==> src/rtl/adpll_mod_ser_if.sv <==
// CPU register-access bundle for adpll_mod_ser.
//   valid   : access request (master -> slave)
//   address : register select 0 MOD_EN, 1 MOD_DIV, 2 MOD_DATA, 3 MOD_STATUS
//   wdata   : write data
//   wstrb   : write enable, qualified by valid
//   rdata   : read data, combinational from address (slave -> master)
//   ready   : access acknowledge, one cycle after valid (slave -> master)
interface adpll_mod_ser_if #(
  parameter int DATA_W = 32
);
  logic              valid;
  logic [1:0]        address;
  logic [DATA_W-1:0] wdata;
  logic              wstrb;
  logic [DATA_W-1:0] rdata;
  logic              ready;

  modport master (
    output valid, address, wdata, wstrb,
    input  rdata, ready
  );

  modport slave (
    input  valid, address, wdata, wstrb,
    output rdata, ready
  );
endinterface

==> src/rtl/adpll_mod_ser.sv <==
// Serializer feeding the adpll_ctr data_mod input from CPU-written bytes.
// Bytes are queued in a small FIFO and shifted out LSB first, each bit held
// for div clock cycles (div = 0 behaves as 1). Consecutive queued bytes are
// sent back-to-back with no gap.
// Ports:
//   clk        : system clock, rising edge
//   rst        : asynchronous active-low reset
//   bus        : CPU register access (slave side of adpll_mod_ser_if)
//   data_mod   : registered serial modulation bit
//   sym_strobe : one-cycle pulse on the first cycle of every transmitted bit
module adpll_mod_ser #(
  parameter int DATA_W = 32,
  parameter int DEPTH  = 4,
  parameter int DIV_W  = 16
) (
  input  logic            clk,
  input  logic            rst,
  adpll_mod_ser_if.slave  bus,
  output logic            data_mod,
  output logic            sym_strobe
);

  localparam int PTR_W = $clog2(DEPTH);
  localparam int LVL_W = PTR_W + 1;
  localparam logic [DIV_W-1:0] DIV_ONE  = DIV_W'(1);
  localparam logic [PTR_W-1:0] PTR_ONE  = PTR_W'(1);
  localparam logic [LVL_W-1:0] LVL_ONE  = LVL_W'(1);
  localparam logic [LVL_W-1:0] LVL_FULL = LVL_W'(DEPTH);

  typedef enum logic {IDLE, SHIFT} state_t;

  state_t             state, state_n;
  logic               en;
  logic [DIV_W-1:0]   div, div_eff, divcnt, divcnt_n;
  logic [7:0]         mem [DEPTH];
  logic [PTR_W-1:0]   wptr, rptr;
  logic [LVL_W-1:0]   level;
  logic [7:0]         level8;
  logic               ovf, udr;
  logic [7:0]         shreg, shreg_n, head;
  logic [2:0]         bitcnt, bitcnt_n;
  logic               data_mod_n, sym_strobe_n;
  logic               pop, udr_set;
  logic               wr, push, ovf_set, clr, empty, full, tc;
  logic               unused_wdata;

  assign wr      = bus.valid & bus.wstrb;
  assign empty   = (level == '0);
  assign full    = (level == LVL_FULL);
  assign head    = mem[rptr];
  assign div_eff = (div == '0) ? DIV_ONE : div;
  // >= rather than == so a smaller div written mid-bit cannot strand the counter
  assign tc      = (divcnt >= div_eff - DIV_ONE);
  // a pop in the same cycle frees the slot a full-FIFO push needs
  assign push    = wr && (bus.address == 2'd2) && (!full || pop);
  assign ovf_set = wr && (bus.address == 2'd2) && full && !pop;
  assign clr     = wr && (bus.address == 2'd3) && bus.wdata[0];
  assign level8  = 8'(level);
  assign unused_wdata = ^bus.wdata;

  always_comb begin
    bus.rdata = '1;
    if (bus.address == 2'd3)
      bus.rdata = DATA_W'({ovf, udr, state == SHIFT, full, empty, level8[2:0]});
  end

  always_comb begin
    state_n      = state;
    shreg_n      = shreg;
    bitcnt_n     = bitcnt;
    divcnt_n     = divcnt;
    data_mod_n   = data_mod;
    sym_strobe_n = 1'b0;
    pop          = 1'b0;
    udr_set      = 1'b0;
    case (state)
      IDLE: begin
        data_mod_n = 1'b0;
        if (en && !empty) begin
          pop          = 1'b1;
          shreg_n      = head;
          data_mod_n   = head[0];
          bitcnt_n     = '0;
          divcnt_n     = '0;
          sym_strobe_n = 1'b1;
          state_n      = SHIFT;
        end
      end
      SHIFT: begin
        if (!tc) begin
          divcnt_n = divcnt + DIV_ONE;
        end else if (bitcnt != 3'd7) begin
          shreg_n      = {1'b0, shreg[7:1]};
          data_mod_n   = shreg[1];
          bitcnt_n     = bitcnt + 3'd1;
          divcnt_n     = '0;
          sym_strobe_n = 1'b1;
        end else if (en && !empty) begin
          pop          = 1'b1;
          shreg_n      = head;
          data_mod_n   = head[0];
          bitcnt_n     = '0;
          divcnt_n     = '0;
          sym_strobe_n = 1'b1;
        end else begin
          data_mod_n = 1'b0;
          udr_set    = en;
          state_n    = IDLE;
        end
      end
      default: state_n = IDLE;
    endcase
  end

  always_ff @(posedge clk or negedge rst) begin
    if (!rst) begin
      state      <= IDLE;
      shreg      <= '0;
      bitcnt     <= '0;
      divcnt     <= '0;
      data_mod   <= 1'b0;
      sym_strobe <= 1'b0;
      bus.ready  <= 1'b0;
      en         <= 1'b0;
      div        <= DIV_ONE;
      wptr       <= '0;
      rptr       <= '0;
      level      <= '0;
      ovf        <= 1'b0;
      udr        <= 1'b0;
    end else begin
      state      <= state_n;
      shreg      <= shreg_n;
      bitcnt     <= bitcnt_n;
      divcnt     <= divcnt_n;
      data_mod   <= data_mod_n;
      sym_strobe <= sym_strobe_n;
      bus.ready  <= bus.valid;
      if (wr && (bus.address == 2'd0)) en  <= bus.wdata[0];
      if (wr && (bus.address == 2'd1)) div <= bus.wdata[DIV_W-1:0];
      if (push) wptr <= wptr + PTR_ONE;
      if (pop)  rptr <= rptr + PTR_ONE;
      case ({push, pop})
        2'b10:   level <= level + LVL_ONE;
        2'b01:   level <= level - LVL_ONE;
        default: level <= level;
      endcase
      if (ovf_set)  ovf <= 1'b1;
      else if (clr) ovf <= 1'b0;
      if (udr_set)  udr <= 1'b1;
      else if (clr) udr <= 1'b0;
    end
  end

  always_ff @(posedge clk) begin
    if (push) mem[wptr] <= bus.wdata[7:0];
  end

endmodule

==> src/flat_wrapper.sv <==
// flat-port wrapper written by rule: the top's interface ports become plain ports
module adpll_mod_ser_flat 
#(
  parameter int DATA_W = 32,
  parameter int DEPTH  = 4,
  parameter int DIV_W  = 16
)
  (clk, rst, data_mod, sym_strobe, bus_valid, bus_address, bus_wdata, bus_wstrb, bus_rdata, bus_ready);
  adpll_mod_ser_if #(.DATA_W(DATA_W)) bus_i ();
  input  logic clk;
  input  logic rst;
  output logic data_mod;
  output logic sym_strobe;
  input wire logic [$bits(bus_i.valid)-1:0] bus_valid;
  input wire logic [$bits(bus_i.address)-1:0] bus_address;
  input wire logic [$bits(bus_i.wdata)-1:0] bus_wdata;
  input wire logic [$bits(bus_i.wstrb)-1:0] bus_wstrb;
  output wire logic [$bits(bus_i.rdata)-1:0] bus_rdata;
  output wire logic [$bits(bus_i.ready)-1:0] bus_ready;
  assign bus_i.valid = bus_valid;
  assign bus_i.address = bus_address;
  assign bus_i.wdata = bus_wdata;
  assign bus_i.wstrb = bus_wstrb;
  assign bus_rdata = bus_i.rdata;
  assign bus_ready = bus_i.ready;
  adpll_mod_ser #(.DATA_W(DATA_W), .DEPTH(DEPTH), .DIV_W(DIV_W)) u_core (.clk(clk), .rst(rst), .bus(bus_i), .data_mod(data_mod), .sym_strobe(sym_strobe));
endmodule
==> config.mk <==
export PLATFORM = sky130hd
export DESIGN_NAME = adpll_mod_ser_flat
export DESIGN_NICKNAME = d
export VERILOG_FILES = /design/src/rtl/adpll_mod_ser_if.sv /design/src/rtl/adpll_mod_ser.sv /design/src/flat_wrapper.sv
export SDC_FILE = /design/constraint.sdc
export NUM_CORES = 1
export LEC_CHECK = 0
export CAP_MARGIN = 20
export CORE_MARGIN = 2
export CORE_UTILIZATION = 38
export CTS_BUF_LIST = sky130_fd_sc_hd__clkbuf_2
export CTS_CLUSTER_DIAMETER = 200
export DETAILED_ROUTE_END_ITERATION = 8
export PLACE_DENSITY_LB_ADDON = 0.12
export SYNTH_ARGS = -nofsm -noshare
export SYNTH_HDL_FRONTEND = slang
export SYNTH_SLANG_ARGS = --single-unit
==> constraint.sdc <==
create_clock -name clk -period 6.8 [get_ports clk]
set_input_delay 1.02 -clock clk [delete_from_list [all_inputs] [get_ports clk]]
set_output_delay 1.02 -clock clk [all_outputs]
set_load 0.005 [all_outputs]
; ---- After elaboration in Yosys (flattened, before gate mapping)
; Memories as Yosys holds them, arrays and structs flattened.
; Index checks and enable logic that the tools add are counted.
[classes]
div_mod_pow = 0
n_mul = 0
addsub = 7
n_bitwise = 2
magnitude_cmp = 1
n_eq_ne = 8
n_reduce_logical = 19
muxes = 37
n_shift = 0
[ops]
columns = op, n
row1 = two-way mux 16 bit, 4
row2 = two-way mux 32 bit, 1
row3 = one-hot mux 16 bit (2 select lines), 1
row4 = two-way mux 8 bit, 3
row5 = two-way mux 1 bit, 18
row6 = "adder 16 x 1 -> 16 bit, second input constant", 1
row7 = greater-or-equal comparator 16 bit, 1
row8 = zero test 16 bit, 1
row9 = one-hot mux 8 bit (2 select lines), 1
row10 = "subtractor 16 x 1 -> 16 bit, second input constant", 1
row11 = one-hot mux 3 bit (2 select lines), 2
row12 = logical AND 1 bit, 9
row13 = two-way mux 3 bit, 3
row14 = one-hot mux 1 bit (2 select lines), 4
row15 = "adder 3 x 1 -> 3 bit, second input constant", 2
row16 = "== test 2 bit, second input constant", 3
row17 = nonzero test 2 bit, 3
row18 = "adder 2 x 1 -> 2 bit, second input constant", 2
row19 = "== test 2 x 1 -> 1 bit, second input constant", 2
row20 = "== test 3 bit, second input constant", 1
row21 = zero test 1 bit, 3
row22 = zero test 3 bit, 1
row23 = "inequality test 3 bit, second input constant", 1
row24 = "subtractor 3 x 1 -> 3 bit, second input constant", 1
row25 = 5 further kinds, 5
[totals]
mem_bits_ro = 0
mem_count = 1
latch_bits = 0
ramBits = 32
output_inout_bits = 35
wordCells = 89
input_bits = 38
reg_bits = 57
[mem_list]
columns = memory, depth, width, read_ports, rd_clocked_by_memory_dff, write_ports, line_no
row1 = u_core.mem, 4, 8, 1, 0, 1, adpll_mod_ser.sv:35  ; logic [7:0] mem [DEPTH];

; ---- Depth between registers and ports, before layout
; Gate-level depths: netlist of run 1.
[logic_depth]
ltp_word = 11
mapped_depth = 23
depth_no_buf = 23

; ---- Worst setup path after synthesis of run 1
; No wires, ideal clock.
[synth_timing]
path_type = register -> register
start = register u_core.div[10]
end = register u_core.level[2]
required_ns = 6.676
arrival_time_ns = 4.540
path_buffers = 0
path_stages_with_launch = 24
path_slack_ns = 2.136
setup_time_ns = 0.124
period_less_slack_ns = 4.664
cell_sequence = dfrtp_1 -> nor4_1 -> nand2b_1 -> nand2b_1 -> nor2_1 -> nor2_1 -> ha_1 -> nand2b_1 -> nor4_1 -> nand2b_1 -> nor4_1 -> nand2_1 -> xor2_1 -> ha_1 -> and4_1 -> nand2_2 -> a2111oi_4 -> o31ai_4 -> a211oi_2 -> inv_1 -> fa_1 -> or2b_1 -> mux2i_1 -> a211o_1
[synth_between]
elab_chain_cells = 10
word_cells_on_any_way = 12
cone_classes = 1 x add/sub / 1 x order compare / 2 x eq/ne / 4 x mux / 4 x reduce/logical
[synth_lines]
columns = item, line_no
row1 = "start, declared", adpll_mod_ser.sv:34  ; logic [DIV_W-1:0] div, div_eff, divcnt, divcnt_n;
row2 = "start signal, assigned", adpll_mod_ser.sv:140  ; if (wr && (bus.address == 2'd1)) div <= bus.wdata[DIV_W-1:0];
row3 = zero test 16 bit, adpll_mod_ser.sv:51  ; assign div_eff = (div == '0) ? DIV_ONE : div;
row4 = two-way mux 16 bit *, adpll_mod_ser.sv:51
row5 = subtractor 16 x 1 -> 16 bit *, adpll_mod_ser.sv:53  ; assign tc = (divcnt >= div_eff - DIV_ONE);
row6 = greater-or-equal comparator 16 bit *, adpll_mod_ser.sv:53
row7 = two-way mux 1 bit *, adpll_mod_ser.sv:90  ; if (!tc) begin
row8 = one-hot mux 1 bit (2 select lines) *, adpll_mod_ser.sv:76  ; case (state)
row9 = logical OR 1 bit, adpll_mod_ser.sv:55  ; assign push = wr && (bus.address == 2'd2) && (!full || pop);
row10 = logical AND 1 bit, adpll_mod_ser.sv:55
row11 = == test 2 x 1 -> 1 bit or == test 2 bit (tied branches), adpll_mod_ser.sv:143  ; case ({push, pop})
row12 = one-hot mux 3 bit (2 select lines) or nonzero test 2 bit (tied branches), -
row13 = "end signal, assigned", adpll_mod_ser.sv:144  ; 2'b10: level <= level + LVL_ONE;
row14 = "end signal, assigned", adpll_mod_ser.sv:145  ; 2'b01: level <= level - LVL_ONE;
row15 = "end signal, assigned", adpll_mod_ser.sv:146  ; default: level <= level;
row16 = "end, declared", adpll_mod_ser.sv:37  ; logic [LVL_W-1:0] level;
; Every way passes the cells marked *; elsewhere a longest branch is shown, timed or not.
; A chain may end at the register's enable or synchronous reset.

; ---- Final worst setup path of run 1
; Same ends and word-level chain as after synthesis.

==> metrics, run 1 <==
Synth cell types 65; Mapped Nets between 400 and 500; Die X between 100 and 150 um; final setup fails 0; crit path kind flop to flop; final instance area 5423 um^2; outcome finished, final reports clean; Clk network pwr share 0.185; CP required about 7.3 ns; Port Buffers 56; worst path bufs/invs 1; worst slew pin tran 0.8340 ns; total routed wirelength 9.363 mm; Starting DRT DRC Count 95; CP dominant cell by count nand2b_1; Post-synth EDFFs 32; core area 12110 um^2; Max Freq roughly 190 MHz; DRT Pass-1 Iters 4; RD Place Congestion 0.7677; antenna viol nets, final 0; Initial Utilization 0.3940; Clock Skews 0.02178 ns; area post-placement ~5300 um^2; Main synth FF type dfrtp_1; num rows 40; largest net degree at the start of global routing 57; worst relative slew slack 0.4419; total congestion overflow 0; CP Capture Type flop; initial antenna violation count 0; via/cell ratio around 5; DPL Wire Length 6.827 mm; CTS clk-pin slew, worst paths 0.24 ns; largest stage delay on the critical path around 0.53 ns; Critical Path, Cell by Cell nor4_1 > nand2b_1 > nand2b_1 > nor2_1 > nor2_1 > ha_1 > nand2b_1 > nor4_1 > nand2b_1 > nor4_1 > nand2_1 > xor2_1 > ha_1 > and4_1 > nand2_2 > a2111oi_4 > o31ai_4 > a211oi_2 > inv_1 > fa_1 > or2b_1 > mux2i_1 > a211o_1; Tot Pwr 1.474 mW; Wirelength per Cell about 15 um; leakage power 2.124 nW; vias in the first global route 2960; total CTS buffers 9; Netlist Area Pre-Place roughly 4800 um^2; Root Buffer clkbuf_2; Nets 502; CTS tree done; Crit-path slowest cell nor4_1; unrepaired setup endpoints after global routing false; fin. max-slew vios 0; Sw Pwr 0.5008 mW; crit path DAT 5.85 ns; clock sinks 88; final hold violations 0; Logic pwr share 0.308; sequential share of power 0.507; synthesized flop and latch total 88; period utilization 0.7924; Synth warnings 0; Pint 0.9730 mW; Final min period 5.388 ns; Max-Cap Viols 0; crit path launch type flop; clock insertion delay at the later pin of the skew report between 0.5 and 0.6 ns; syn_area_per_cell between 10 and 15 um^2; ys async rst share 0.6364; setup total negative slack 0 ns; synthesis-to-finish area growth 13.63%; Die ar. 13470 um^2; Sw Ratio 0.3398; post-CTS sizing 0; H-tree lvl count 3; Post-CTS Setup Bufs 0; Die Ht about 120 um; via count 3128; first-pass GRT wire length 15.31 mm; PwrDens 271.8 nW/um^2; Gate Count Post-Synth slightly above 400; layout cells sized above 1 0.1419; Diodes inserted 0; register area share after synthesis 0.4953; CTS max path bufs 2; kind of cell adding the most delay to the critical path simple AND/OR/NAND/NOR gates; Worst VDD drop 0.1076 mV; DRC viols 0; Post-CTS Hold Buffers 0; crit path max fanout 6; Hold/Removal Path Class flop to flop; I/O pin count 73; total track usage 0.1487
[metrics by stage]
| step | instances | util | setup slack [ns] | hold slack, ns |
|---|---|---|---|---|
| 6_report | 612 | 0.4477 | 1.412 | 0.5064 |
| 5_1_grt | 612 | 0.4477 | 0.9733 | 0.5316 |
| 4_1_cts | 612 | 0.4477 | 1.397 | 0.5101 |
| 3_5_place_dp | 596 | 0.4379 | 1.434 | 0.4649 |
| 3_3_place_gp | 596 | 0.4379 | 1.543 | 0.4657 |
| 2_1_floorplan | 405 | - | 2.136 | 0.4402 |
[final cells by class]
class | count | area (um^2)
Fill cell | 1187 | 6689
Clock inverter | 6 | 68.82
Multi-Input combinational cell | 270 | 2118
Sequential cell | 88 | 2364
Inverter | 13 | 48.80
Timing Repair Buffer | 57 | 563.0
Tap cell | 168 | 210.2
Clock buffer | 10 | 50.05
[state kept, by name, indices dropped and copies added (netlist names)]
register,cells
u_core.bitcnt,3
u_core.bus.ready,1
u_core.data_mod,1
u_core.div,16
u_core.divcnt,16
u_core.en,1
u_core.level,3
u_core.mem,32
u_core.ovf,1
u_core.rptr,2
u_core.shreg,7
u_core.state,1
u_core.sym_strobe,1
u_core.udr,1
u_core.wptr,2
[worst register-to-register path, cell delays in order, from the launching register on]
cell	delay (ns)
dfrtp_1	0.50
nor4_1	0.10
nand2b_1	0.09
nand2b_1	0.13
nor2_1	0.07
nor2_1	0.15
ha_1	0.21
nand2b_1	0.09
nor4_1	0.33
nand2b_1	0.13
nor4_1	0.53
nand2_1	0.14
xor2_1	0.18
ha_1	0.31
and4_1	0.24
nand2_2	0.09
a2111oi_4	0.47
o31ai_4	0.17
a211oi_2	0.41
inv_1	0.10
fa_1	0.43
or2b_1	0.18
mux2i_1	0.06
a211o_1	0.23
[power groups by stage]
| stage | Clock, mW | Combinational (mW) | Sequential, mW |
|---|---|---|---|
| 2_1_floorplan | 0 | 0.358 | 0.720 |
| 3_3_place_gp | 0 | 0.442 | 0.756 |
| 3_5_place_dp | 0 | 0.458 | 0.759 |
| 4_1_cts | 0.286 | 0.462 | 0.748 |
| 5_1_grt | 0.308 | 0.514 | 0.767 |
| 6_report | 0.273 | 0.454 | 0.747 |
[synthesized netlist by cell type, types with 9 or more instances]
| master | number | area share |
|---|---|---|
| buf_4 | 24 | 0.038 |
| dfrtp_1 | 55 | 0.29 |
| mux2_2 | 18 | 0.042 |
| ha_1 | 24 | 0.063 |
| edfxtp_1 | 32 | 0.20 |
| inv_1 | 12 | 0.0094 |
| o21ai_0 | 9 | 0.0094 |
| nand2_1 | 36 | 0.028 |
| nand3_1 | 21 | 0.022 |
| nor2_1 | 15 | 0.012 |
| xnor2_1 | 12 | 0.022 |
| a21oi_1 | 13 | 0.014 |
[cell families (layout without fill, tap and decap cells)]
kind of cell               count (synthesis)  in the layout  synth area share
muxes                                     34             34           0.09806
and+or+nand+nor                          128            128            0.1408
AOI/OAI and AO/OA                         66             66            0.1067
xor gates and xnor gates                  17             17           0.03120
buffers and inverters                     47             86           0.06082
DFF                                       88             88            0.4953
adders and majority gates                 25             25           0.06712
[layout by cell type, fill, tap and decap left out, drive strengths merged, types with 2 or more instances in the layout]
cell type	Yosys	final
clkdlybuf4s50	0	55
dfrtp	55	55
nand2	38	38
edfxtp	32	32
ha	24	24
nand3	21	21
mux2	19	19
nor2	15	15
inv	13	15
a21oi	14	14
xnor2	12	12
o21ai	12	12
clkbuf	5	10
and2	8	8
mux4	8	8
nor4	8	8
mux2i	7	7
a2bb2oi	7	7
nor3	7	7
nand2b	6	6
o22ai	6	6
xor2	5	5
or2	5	5
nor2b	4	4
and3	4	4
o31ai	4	4
a21o	3	3
nand4	3	3
o31a	3	3
a22o	3	3
clkinv	0	3
nand4b	2	2
o211ai	2	2
a31oi	2	2
or3	2	2
o21a	2	2
buf	29	2
[final timing paths]
kind                                 from         endpoint  slack [ns]  cells after the start
max reg2reg                u_core.div[10]  u_core.level[2]        1.41                     23
max                        u_core.div[10]  u_core.level[2]        1.41                     23
min in group asynchronous             rst   u_core.div[13]        0.59                      2
max in group asynchronous             rst  u_core.shreg[5]        5.72                      2
min reg2reg                    u_core.udr       u_core.udr        0.51                      2
min                            u_core.udr       u_core.udr        0.51                      2
[layer usage]
layer | wire (um) | vias to the layer above | GRT usage
met5 | 0 | - | 0
met1 | 4489 | 1524 | 0.2091
met2 | 4428 | 58 | 0.2335
met4 | 119 | 0 | 0.05714
li1 | - | 1536 | -
met3 | 326 | 10 | 0.02249
Power figures use the tool's default switching activity.
==> run 2: changes to the inputs <==
Clock period 6.8 ns to 4.8 ns, I/O delays scaled along.
==> metrics, run 2 (synthesis gave the netlist of run 1 again) <==
clock insertion delay at the later pin of the skew report 0.55 ns; Critical Path, Cell by Cell nor4_4 > nand2b_1 > nand2b_1 > nor2_2 > nor2_1 > ha_1 > nand2b_1 > nor4_4 > nand2b_1 > nor4_1 > buf_4 > xnor2_1 > ha_1 > and3_1 > nand3_1 > a2111oi_4 > o31ai_4 > a211oi_2 > inv_1 > fa_1 > or2b_1 > mux2i_1 > a211o_1; Crit-path slowest cell dfrtp_1; Post-CTS Hold Buffers 0; Sequential Area 2364 um^2; outcome finished, final reports clean; clock sinks slightly below 90; total congestion overflow 0; Largest Register u_core.mem; period utilization 0.9312; worst relative slew slack 0.4345; synthesis-to-finish area growth 17.75%; Worst R2R Start u_core.div[11]; Hold/Removal Path Class input pin to asynchronous set/reset pin; setup total negative slack 0 ns; Max Freq between 200 and 250 MHz; Starting DRT DRC Count 100; sequential share of power 0.477; CP dominant cell by count nand2b_1; largest registers u_core.mem: 32 flops, u_core.div: 16 flops, u_core.divcnt: 16 flops; Sw Pwr 0.7446 mW; fill cell count 1123; total track usage 0.1538; critical path launch point u_core.div[11]; Diodes inserted 0; Die ar. 13470 um^2; CTS tree done; initial antenna violation count 0; via count 3197; total routed wirelength about 10 mm; Initial Utilization 0.3940; vias in the first global route 3106; worst slew pin tran 0.8451 ns; worst path bufs/invs 2; Clk network pwr share 0.211; via/cell ratio 5.099; flop2flop setup slack 0.33 ns; crit path kind flop to flop; final hold violations 0; Die Ht around 120 um; layout cells sized above 1 0.1917; CTS clk-pin slew, worst paths roughly 0.29 ns; depth of the most critical reg-to-reg path 23; Worst VDD drop 0.1846 mV; DRT Pass-1 Iters 4; Fin Hold WS 0.2863 ns; CP Capture Type flop; Die X between 100 and 150 um; Max-Cap Viols 0; fin. max-slew vios 0; I/O pin count 73; Clock Skews 0.03613 ns; commonest cells after routing, fill and taps aside clkdlybuf4s50_1 (55), dfrtp_1 (55), nand2_1 (36); largest stage delay on the critical path between 0.4 and 0.5 ns; Port Buffers 56; CTS max path bufs 2; multi-input logic area about 2200 um^2; num rows 40; crit path DAT 4.96 ns; DPL Wire Length around 7 mm; Final min period 4.470 ns; RD Place Congestion 0.7524; Root Buffer clkbuf_2; Logic pwr share 0.313; kind of cell adding the most delay to the critical path simple AND/OR/NAND/NOR gates; Reg-to-Reg End u_core.level[2]; crit path max fanout 4; Nets ~520; Tot Pwr 2.202 mW; PwrDens 391.8 nW/um^2; Wirelength per Cell between 15 and 20 um; DRC viols 0; crit path launch type flop; total CTS buffers 9; Sw Ratio 0.3382; Pint 1.457 mW; CP required 5.29 ns; Largest register FFs 32; leakage power 2.226 nW; core area around 12000 um^2; first-pass GRT wire length 15.93 mm; H-tree lvl count 3; largest net degree at the start of global routing 57; final setup fails 0; antenna viol nets, final 0
==> run 2: power by group through the flow <==
stage	registers [mW]	clock network, mW	logic [mW]
after floorplan	1.02	0	0.507
after global placement	1.06	0	0.668
after detailed placement	1.06	0	0.688
after CTS	1.05	0.483	0.693
after global routing	1.08	0.511	0.782
final	1.05	0.464	0.688
==> run 2: layer usage <==
metal / track usage / part of all wire / up-vias
met2: 0.2499 / 0.46 / 49
met5: 0 / 0 / -
met3: 0.02667 / 0.035 / 5
met1: 0.2114 / 0.49 / 1580
li1: - / - / 1563
met4: 0.04841 / 0.0092 / 0
==> run 2: worst max path at each step <==
stage / to / slack [ns] / cells after the start
after floorplan: u_core.level[2] / 0.14 / 23
after global placement: u_core.level[2] / 0.14 / 24
after detailed placement: u_core.level[2] / 0.1 / 23
after CTS: u_core.mem[1][5] / 0.1 / 22
after global routing: u_core.level[2] / -0.007 / 24
final: u_core.level[2] / 0.33 / 23
==> run 2: cell type report <==
class                      count  area share
tap                          168     0.03741
clock buffer                   9    0.008016
clock inverter                 7     0.01893
timing repair buffer          72      0.1202
inverter                      13    0.008684
multi-input combinational    270      0.3861
sequential                    88      0.4206
==> run 2: repair_timing <==
| action | CTS | global route |
|---|---|---|
| buffers inserted | 0 | 0 |
| resized for setup | 0 | 12 |
| endpoints found under the setup margin | 0 | 56 |
==> run 2: per-stage QoR <==
step	cell area (um^2)	instances	worst slack (ns)	utilization
2_1_floorplan	4772	405	0.1358	-
3_3_place_gp	5416	611	0.1393	0.4472
3_5_place_dp	5416	611	0.09535	0.4472
4_1_cts	5568	627	0.09709	0.4597
5_1_grt	5619	627	-0.007236	0.4639
6_report	5619	627	0.3303	0.4639
